### src/rtl/craft_mover_if.sv
// Control and position bundle between the craft input source and craft_mover.
// master drives movement requests; slave (the mover) returns position and edge flags.
interface craft_mover_if #(
   parameter int unsigned X_W = 10,
   parameter int unsigned Y_W = 10
);
   logic           move_en_i;
   logic [3:0]     dir_i;
   logic           respawn_i;
   logic [X_W-1:0] x_pos_o;
   logic [Y_W-1:0] y_pos_o;
   logic           moving_o;
   logic [3:0]     at_edge_o;

   modport master (
      output move_en_i, dir_i, respawn_i,
      input  x_pos_o, y_pos_o, moving_o, at_edge_o
   );

   modport slave (
      input  move_en_i, dir_i, respawn_i,
      output x_pos_o, y_pos_o, moving_o, at_edge_o
   );
endinterface

### src/rtl/craft_mover.sv
// Clamped, prescaled position engine for the player craft.
// Optional CRAFT_MOVER_ACCEL_EN doubles the step after a sustained identical direction.
module craft_mover #(
   parameter int unsigned X_W        = 10,
   parameter int unsigned Y_W        = 10,
   parameter int unsigned H_DISP     = 640,
   parameter int unsigned V_DISP     = 480,
   parameter int unsigned OBJ_X_SIZE = 32,
   parameter int unsigned OBJ_Y_SIZE = 32,
   parameter int unsigned MARGIN     = 2,
   parameter int unsigned STEP       = 2,
   parameter int unsigned TICK_DIV   = 2,
   parameter int unsigned DEF_X      = 304,
   parameter int unsigned DEF_Y      = 400
) (
   input logic          clk,
   input logic          rst,
   craft_mover_if.slave bus
);

   localparam int unsigned X_MIN = MARGIN;
   localparam int unsigned X_MAX = H_DISP - OBJ_X_SIZE - MARGIN;
   localparam int unsigned Y_MIN = MARGIN;
   localparam int unsigned Y_MAX = V_DISP - OBJ_Y_SIZE - MARGIN;
   localparam int unsigned PW    = (TICK_DIV > 1) ? $clog2(TICK_DIV) : 1;

   localparam logic [X_W:0] XMIN_E = (X_W+1)'(X_MIN);
   localparam logic [X_W:0] XMAX_E = (X_W+1)'(X_MAX);
   localparam logic [Y_W:0] YMIN_E = (Y_W+1)'(Y_MIN);
   localparam logic [Y_W:0] YMAX_E = (Y_W+1)'(Y_MAX);
   localparam logic [3:0] DEF_EDGE = {DEF_Y == Y_MIN, DEF_Y == Y_MAX,
                                      DEF_X == X_MIN, DEF_X == X_MAX};

   logic [X_W-1:0] x_q;
   logic [Y_W-1:0] y_q;
   logic           moving_q;
   logic [3:0]     edge_q;
   logic [PW-1:0]  presc_q;

   logic [X_W:0]   x_e, x_step, x_n;
   logic [Y_W:0]   y_e, y_step, y_n;
   logic           step_fire;

`ifdef CRAFT_MOVER_ACCEL_EN
   logic [1:0] hold_q;
   logic [3:0] last_dir_q;
`endif

   assign step_fire = bus.move_en_i && (presc_q == PW'(TICK_DIV - 1));

   always_comb begin
      x_step = (X_W+1)'(STEP);
      y_step = (Y_W+1)'(STEP);
`ifdef CRAFT_MOVER_ACCEL_EN
      if (hold_q == 2'd3) begin
         x_step = (X_W+1)'(2 * STEP);
         y_step = (Y_W+1)'(2 * STEP);
      end
`endif
      x_e = {1'b0, x_q};
      y_e = {1'b0, y_q};
      x_n = x_e;
      y_n = y_e;
      // Left decrements x; right increments; both or neither cancel.
      if (bus.dir_i[1] && !bus.dir_i[0]) begin
         x_n = (x_e < XMIN_E + x_step) ? XMIN_E : x_e - x_step;
      end else if (bus.dir_i[0] && !bus.dir_i[1]) begin
         x_n = (x_e + x_step > XMAX_E) ? XMAX_E : x_e + x_step;
      end
      if (bus.dir_i[3] && !bus.dir_i[2]) begin
         y_n = (y_e < YMIN_E + y_step) ? YMIN_E : y_e - y_step;
      end else if (bus.dir_i[2] && !bus.dir_i[3]) begin
         y_n = (y_e + y_step > YMAX_E) ? YMAX_E : y_e + y_step;
      end
      // Pulls out-of-range defaults into bounds on the first applied step.
      if (x_n > XMAX_E) x_n = XMAX_E;
      if (x_n < XMIN_E) x_n = XMIN_E;
      if (y_n > YMAX_E) y_n = YMAX_E;
      if (y_n < YMIN_E) y_n = YMIN_E;
   end

   always_ff @(posedge clk) begin
      if (rst || bus.respawn_i) begin
         x_q      <= X_W'(DEF_X);
         y_q      <= Y_W'(DEF_Y);
         moving_q <= 1'b0;
         edge_q   <= DEF_EDGE;
         presc_q  <= '0;
`ifdef CRAFT_MOVER_ACCEL_EN
         hold_q     <= '0;
         last_dir_q <= '0;
`endif
      end else if (bus.move_en_i) begin
         if (step_fire) begin
            presc_q  <= '0;
            x_q      <= x_n[X_W-1:0];
            y_q      <= y_n[Y_W-1:0];
            moving_q <= (x_n != x_e) || (y_n != y_e);
            edge_q   <= {y_n == YMIN_E, y_n == YMAX_E, x_n == XMIN_E, x_n == XMAX_E};
`ifdef CRAFT_MOVER_ACCEL_EN
            last_dir_q <= bus.dir_i;
            if (bus.dir_i == 4'd0) begin
               hold_q <= '0;
            end else if (bus.dir_i != last_dir_q) begin
               hold_q <= 2'd1;
            end else if (hold_q != 2'd3) begin
               hold_q <= hold_q + 2'd1;
            end
`endif
         end else begin
            presc_q <= presc_q + PW'(1);
         end
      end
   end

   assign bus.x_pos_o   = x_q;
   assign bus.y_pos_o   = y_q;
   assign bus.moving_o  = moving_q;
   assign bus.at_edge_o = edge_q;

endmodule

### src/flat_wrapper.sv
// flat-port wrapper written by rule: the top's interface ports become plain ports
module craft_mover_flat 
#(
   parameter int unsigned X_W        = 10,
   parameter int unsigned Y_W        = 10,
   parameter int unsigned H_DISP     = 640,
   parameter int unsigned V_DISP     = 480,
   parameter int unsigned OBJ_X_SIZE = 32,
   parameter int unsigned OBJ_Y_SIZE = 32,
   parameter int unsigned MARGIN     = 2,
   parameter int unsigned STEP       = 2,
   parameter int unsigned TICK_DIV   = 2,
   parameter int unsigned DEF_X      = 304,
   parameter int unsigned DEF_Y      = 400
)
  (clk, rst, bus_move_en_i, bus_dir_i, bus_respawn_i, bus_x_pos_o, bus_y_pos_o, bus_moving_o, bus_at_edge_o);
  craft_mover_if #(.X_W(X_W), .Y_W(Y_W)) bus_i ();
  input logic clk;
  input logic rst;
  input wire logic [$bits(bus_i.move_en_i)-1:0] bus_move_en_i;
  input wire logic [$bits(bus_i.dir_i)-1:0] bus_dir_i;
  input wire logic [$bits(bus_i.respawn_i)-1:0] bus_respawn_i;
  output wire logic [$bits(bus_i.x_pos_o)-1:0] bus_x_pos_o;
  output wire logic [$bits(bus_i.y_pos_o)-1:0] bus_y_pos_o;
  output wire logic [$bits(bus_i.moving_o)-1:0] bus_moving_o;
  output wire logic [$bits(bus_i.at_edge_o)-1:0] bus_at_edge_o;
  assign bus_i.move_en_i = bus_move_en_i;
  assign bus_i.dir_i = bus_dir_i;
  assign bus_i.respawn_i = bus_respawn_i;
  assign bus_x_pos_o = bus_i.x_pos_o;
  assign bus_y_pos_o = bus_i.y_pos_o;
  assign bus_moving_o = bus_i.moving_o;
  assign bus_at_edge_o = bus_i.at_edge_o;
  craft_mover #(.X_W(X_W), .Y_W(Y_W), .H_DISP(H_DISP), .V_DISP(V_DISP), .OBJ_X_SIZE(OBJ_X_SIZE), .OBJ_Y_SIZE(OBJ_Y_SIZE), .MARGIN(MARGIN), .STEP(STEP), .TICK_DIV(TICK_DIV), .DEF_X(DEF_X), .DEF_Y(DEF_Y)) u_core (.clk(clk), .rst(rst), .bus(bus_i));
endmodule
### config.mk
export PLATFORM = sky130hd
export DESIGN_NAME = craft_mover_flat
export DESIGN_NICKNAME = d
export VERILOG_FILES = /design/src/rtl/craft_mover_if.sv /design/src/rtl/craft_mover.sv /design/src/flat_wrapper.sv
export SDC_FILE = /design/constraint.sdc
export NUM_CORES = 1
export LEC_CHECK = 0
export ABC_AREA = 1
export CELL_PAD_IN_SITES_DETAIL_PLACEMENT = 2
export CELL_PAD_IN_SITES_GLOBAL_PLACEMENT = 2
export CORE_MARGIN = 8
export CORE_UTILIZATION = 30
export CTS_CLUSTER_DIAMETER = 150
export DETAILED_ROUTE_END_ITERATION = 8
export PLACE_DENSITY_LB_ADDON = 0.1
export SLEW_MARGIN = 30
export SYNTH_ARGS = -nofsm -noshare
export SYNTH_HDL_FRONTEND = slang
export SYNTH_SLANG_ARGS = --single-unit
### constraint.sdc
create_clock -name clk -period 3.8 [get_ports clk]
set_input_delay 0.76 -clock clk [delete_from_list [all_inputs] [get_ports clk]]
set_output_delay 0.76 -clock clk [all_outputs]
set_load 0.02 [all_outputs]
==> results.sh <==
export IMPL_end_kind="flip-flop"
export IMPL_clk_latency_ns=0.28
export IMPL_status="finished clean"
export IMPL_cts_hold_fix_buffers=0
export IMPL_grt_pass1_vias=3992
export IMPL_ys_warn_count=0
export IMPL_hpwl_um=10500
export IMPL_final_util_pct=35.9
export IMPL_hp_class="reg -> reg"
export IMPL_design_final_nets=584
export IMPL_antenna_left=0
export IMPL_setup_ws_ns=0.356
export IMPL_drive_above_1_share_pct=14.9
export IMPL_holdPathStages=2
export IMPL_clk_pin_slew_ns=0.10
export IMPL_slew_violations=0
export IMPL_netlist_area_sq_um=3050
export IMPL_initial_core_util_pct=30.3
export IMPL_crit_fanout=16
export IMPL_cts_inserted_buffers=3
export IMPL_seqCellArea_sq_um=523
export IMPL_power_frac_comb_pct=27.5
export IMPL_slew_headroom_pct=69.0
export IMPL_r2r_start="u_core.bus.x_pos_o[2]$_SDFFE_PP0P_"
export IMPL_cp_required_ns=3.97
export IMPL_grt_start_max_net_pins=19
export IMPL_rows=37
export IMPL_die_w_um=117
export IMPL_hold_end="u_core.bus.moving_o$_SDFFE_PP0P_"
export IMPL_hp_start="u_core.bus.moving_o$_SDFFE_PP0P_"
export IMPL_die_area_sq_um=13700
export IMPL_io_buffers=32
export IMPL_arrival_ns=3.62
export IMPL_rr_worst_depth=26
export IMPL_clockPowerShare_pct=29.3
export IMPL_rsz0062_at_grt="no"
export IMPL_synthArstFlopShare_pct=0
export IMPL_ys_ff_latch=26
export IMPL_synth_nets=543
export IMPL_period_minus_slack_ns=3.44
export IMPL_ys_seq_area_share_pct=17.0
export IMPL_routed_wl_um=12400
export IMPL_via_per_inst=5.05
export IMPL_synth_edff_count=0
export IMPL_cts_htree_levels=1
export IMPL_area_delta_synth_final_pct=18.5
export IMPL_vias=3562
export IMPL_seqPwrFrac_pct=43.2
export IMPL_cts_tree="built"
export IMPL_synthFlopType="dfxtp_1"
export IMPL_powerDensity_nw_per_um2=177
export IMPL_wl_per_cell_um=17.7
export IMPL_route_detailed_drc=0
export IMPL_dpl_worst_slack_ns=0.0554
export IMPL_dr_first_iter_drc_count=86
export IMPL_fin_tns_setup_ns=0
export IMPL_period_share_pct=90.6
export IMPL_cts_sinks=26
export IMPL_drtPass1Iterations=4
export IMPL_maxCapViolations=0
export IMPL_grt_pass1_wl_um=20900
export IMPL_crit_type="reg -> reg"
export IMPL_n_fill_cell=1362
export IMPL_clock_fmax_ghz=0.290
export IMPL_p_sw_w=0.000214
export IMPL_synth_distinct_cells=39
export IMPL_syn_area_per_cell_sq_um=5.77
export IMPL_worst_pin_slew_ns=0.465
export IMPL_syn_inst=529
export IMPL_leakagePower_nw=1.68
export IMPL_hold_viol=0
export IMPL_setup_viol=0
export IMPL_r2r_end="u_core.bus.moving_o$_SDFFE_PP0P_"
export IMPL_diodes=0
export IMPL_track_usage_pct=19.4
export IMPL_holdWs_ns=0.468
export IMPL_skew_ns=0.00912
export IMPL_reg2reg_slack_ns=0.36
export IMPL_ioPinCount=33
export IMPL_final_cells=705
export IMPL_multi_input_area_sq_um=2150
export IMPL_antenna_found_initial=0
export IMPL_sw_frac_of_total_pct=33.3
export IMPL_core_area_sq_um=10100
export IMPL_clk_path_buf_depth=2
export IMPL_grt_overflow_total=0
export IMPL_startpoint_type="flip-flop"
export IMPL_die_y_um=117
export IMPL_gp_congestion=0.884
export IMPL_p_int_w=0.000428
export IMPL_clock_root_buffer="clkbuf_8"
export IMPL_vdd_drop_max_mv=0.132
export IMPL_place_inst=701
## flip-flops by register name, summed over array words and instances, names as in the netlist
register              flops
u_core.bus.x_pos_o       10
u_core.bus.y_pos_o       10
u_core.bus.at_edge_o      4
u_core.bus.moving_o       1
u_core.presc_q            1
## power by group through the flow
stage | combinational (W) | sequential (W) | clock [W]
global placement | 0.000172 | 0.000284 | 0
finish | 0.000177 | 0.000277 | 0.000188
detailed placement | 0.000178 | 0.000284 | 0
global route | 0.000198 | 0.000278 | 0.000208
floorplan | 0.000119 | 0.000284 | 0
CTS | 0.000179 | 0.000277 | 0.000201
## worst max-delay path: stages, from the launching register on
cell     delay (ns)
dfxtp_1        0.42
ha_1           0.25
nand3_2        0.13
nor2_2         0.17
nand2_1        0.07
nand2_1        0.15
nand2_2        0.08
nor2_1         0.10
nand2_1        0.09
nand2_4        0.14
nand2_1        0.09
nand2_1        0.07
nand2_1        0.16
nand2_1        0.12
inv_1          0.04
nand4_1        0.12
nand2_1        0.11
nand2_4        0.20
inv_2          0.05
nor2_1         0.20
nor2_1         0.08
nor2_1         0.11
nand2_1        0.09
nor2_1         0.10
nand3_1        0.07
nand2_1        0.07
nand2_1        0.04
## cells in the final DEF (no fill, tap or decap), types with 6 or more instances in the layout
cell type,netlist,final
nand2_1,166,166
buf_4,3,20
o21ai_0,18,18
inv_1,59,59
dfxtp_1,26,24
nor2_2,13,13
nor2_1,61,61
nand4_1,12,12
clkdlybuf4s50_1,0,32
ha_1,6,6
o22ai_1,9,9
xor2_1,15,15
inv_2,6,6
nand3_1,41,41
a21oi_1,18,18
nor3_1,7,7
nand2_2,16,16
nand3_2,8,8
## cell usage after synthesis (all sizes together) (2+ instances only)
master	instances	area [sq um]
nor2	77	344
xor2	15	131
clkinv	2	7.51
o21ai	23	130
nand4	12	75.1
o21bai	3	26.3
dfxtp	26	521
o22ai	9	56.3
a22oi	3	22.5
clkbuf	5	38.8
a21oi	20	108
nand3	50	303
o2111ai	2	17.5
inv	65	244
nor3	7	35.0
ha	6	75.1
nand2	186	768
buf	11	93.8
## routing by layer
| layer | routed length, um | global-route usage, % | vias to the layer above |
|---|---|---|---|
| met4 | 308 | 5.29 | 0 |
| met1 | 4910 | 20.1 | 1752 |
| met2 | 6940 | 39.4 | 35 |
| met3 | 290 | 2.51 | 17 |
| li1 | - | - | 1758 |
| met5 | 0 | 0 | - |
## worst max-delay path by stage
| stage | start | endpoint | depth (start not counted) |
|---|---|---|---|
| 2_1_floorplan | u_core.bus.x_pos_o[2]$_SDFFE_PP0P_ | u_core.bus.moving_o$_SDFFE_PP0P_ | 29 |
| 3_3_place_gp | bus_dir_i[1] | u_core.bus.moving_o$_SDFFE_PP0P_ | 20 |
| 3_5_place_dp | bus_dir_i[1] | u_core.bus.moving_o$_SDFFE_PP0P_ | 20 |
| 4_1_cts | u_core.bus.x_pos_o[1]$_SDFFE_PP0P_ | u_core.bus.moving_o$_SDFFE_PP0P_ | 26 |
| 5_1_grt | u_core.bus.x_pos_o[2]$_SDFFE_PP0P_ | u_core.bus.moving_o$_SDFFE_PP0P_ | 26 |
| 6_report | u_core.bus.x_pos_o[2]$_SDFFE_PP0P_ | u_core.bus.moving_o$_SDFFE_PP0P_ | 26 |
## area by class of cell
| cell class | count | area share, % |
|---|---|---|
| Tap cell | 136 | 4.70 |
| Inverter | 67 | 6.95 |
| Sequential cell | 26 | 14.4 |
| Multi-Input combinational cell | 420 | 59.4 |
| Timing Repair Buffer | 52 | 13.0 |
| Clock buffer | 4 | 1.52 |
## timing repair
item                       in CTS  in global routing
setup buffers                   0                  0
gates resized for setup         0                  2
setup endpoints to repair       0                  1
## cell families after synthesis
group	after synthesis	share of synthesized area, %
AO/OA/AOI/OAI	61	12.3
AND/OR/NAND/NOR	338	51.3
flip-flops	26	17.0
XOR/XNOR	15	4.30
buffers and inverters	83	12.6
adder cells (fa/ha/maj)	6	2.46
## per-stage QoR
| stage | cell area (sq um) | power (W) |
|---|---|---|
| after global routing | 3620 | 0.000684 |
| after global placement | 3560 | 0.000455 |
| final | 3620 | 0.000642 |
| after CTS | 3620 | 0.000657 |
| after floorplan | 3050 | 0.000403 |
| after detailed placement | 3560 | 0.000462 |
Power figures use the tool's default switching activity.
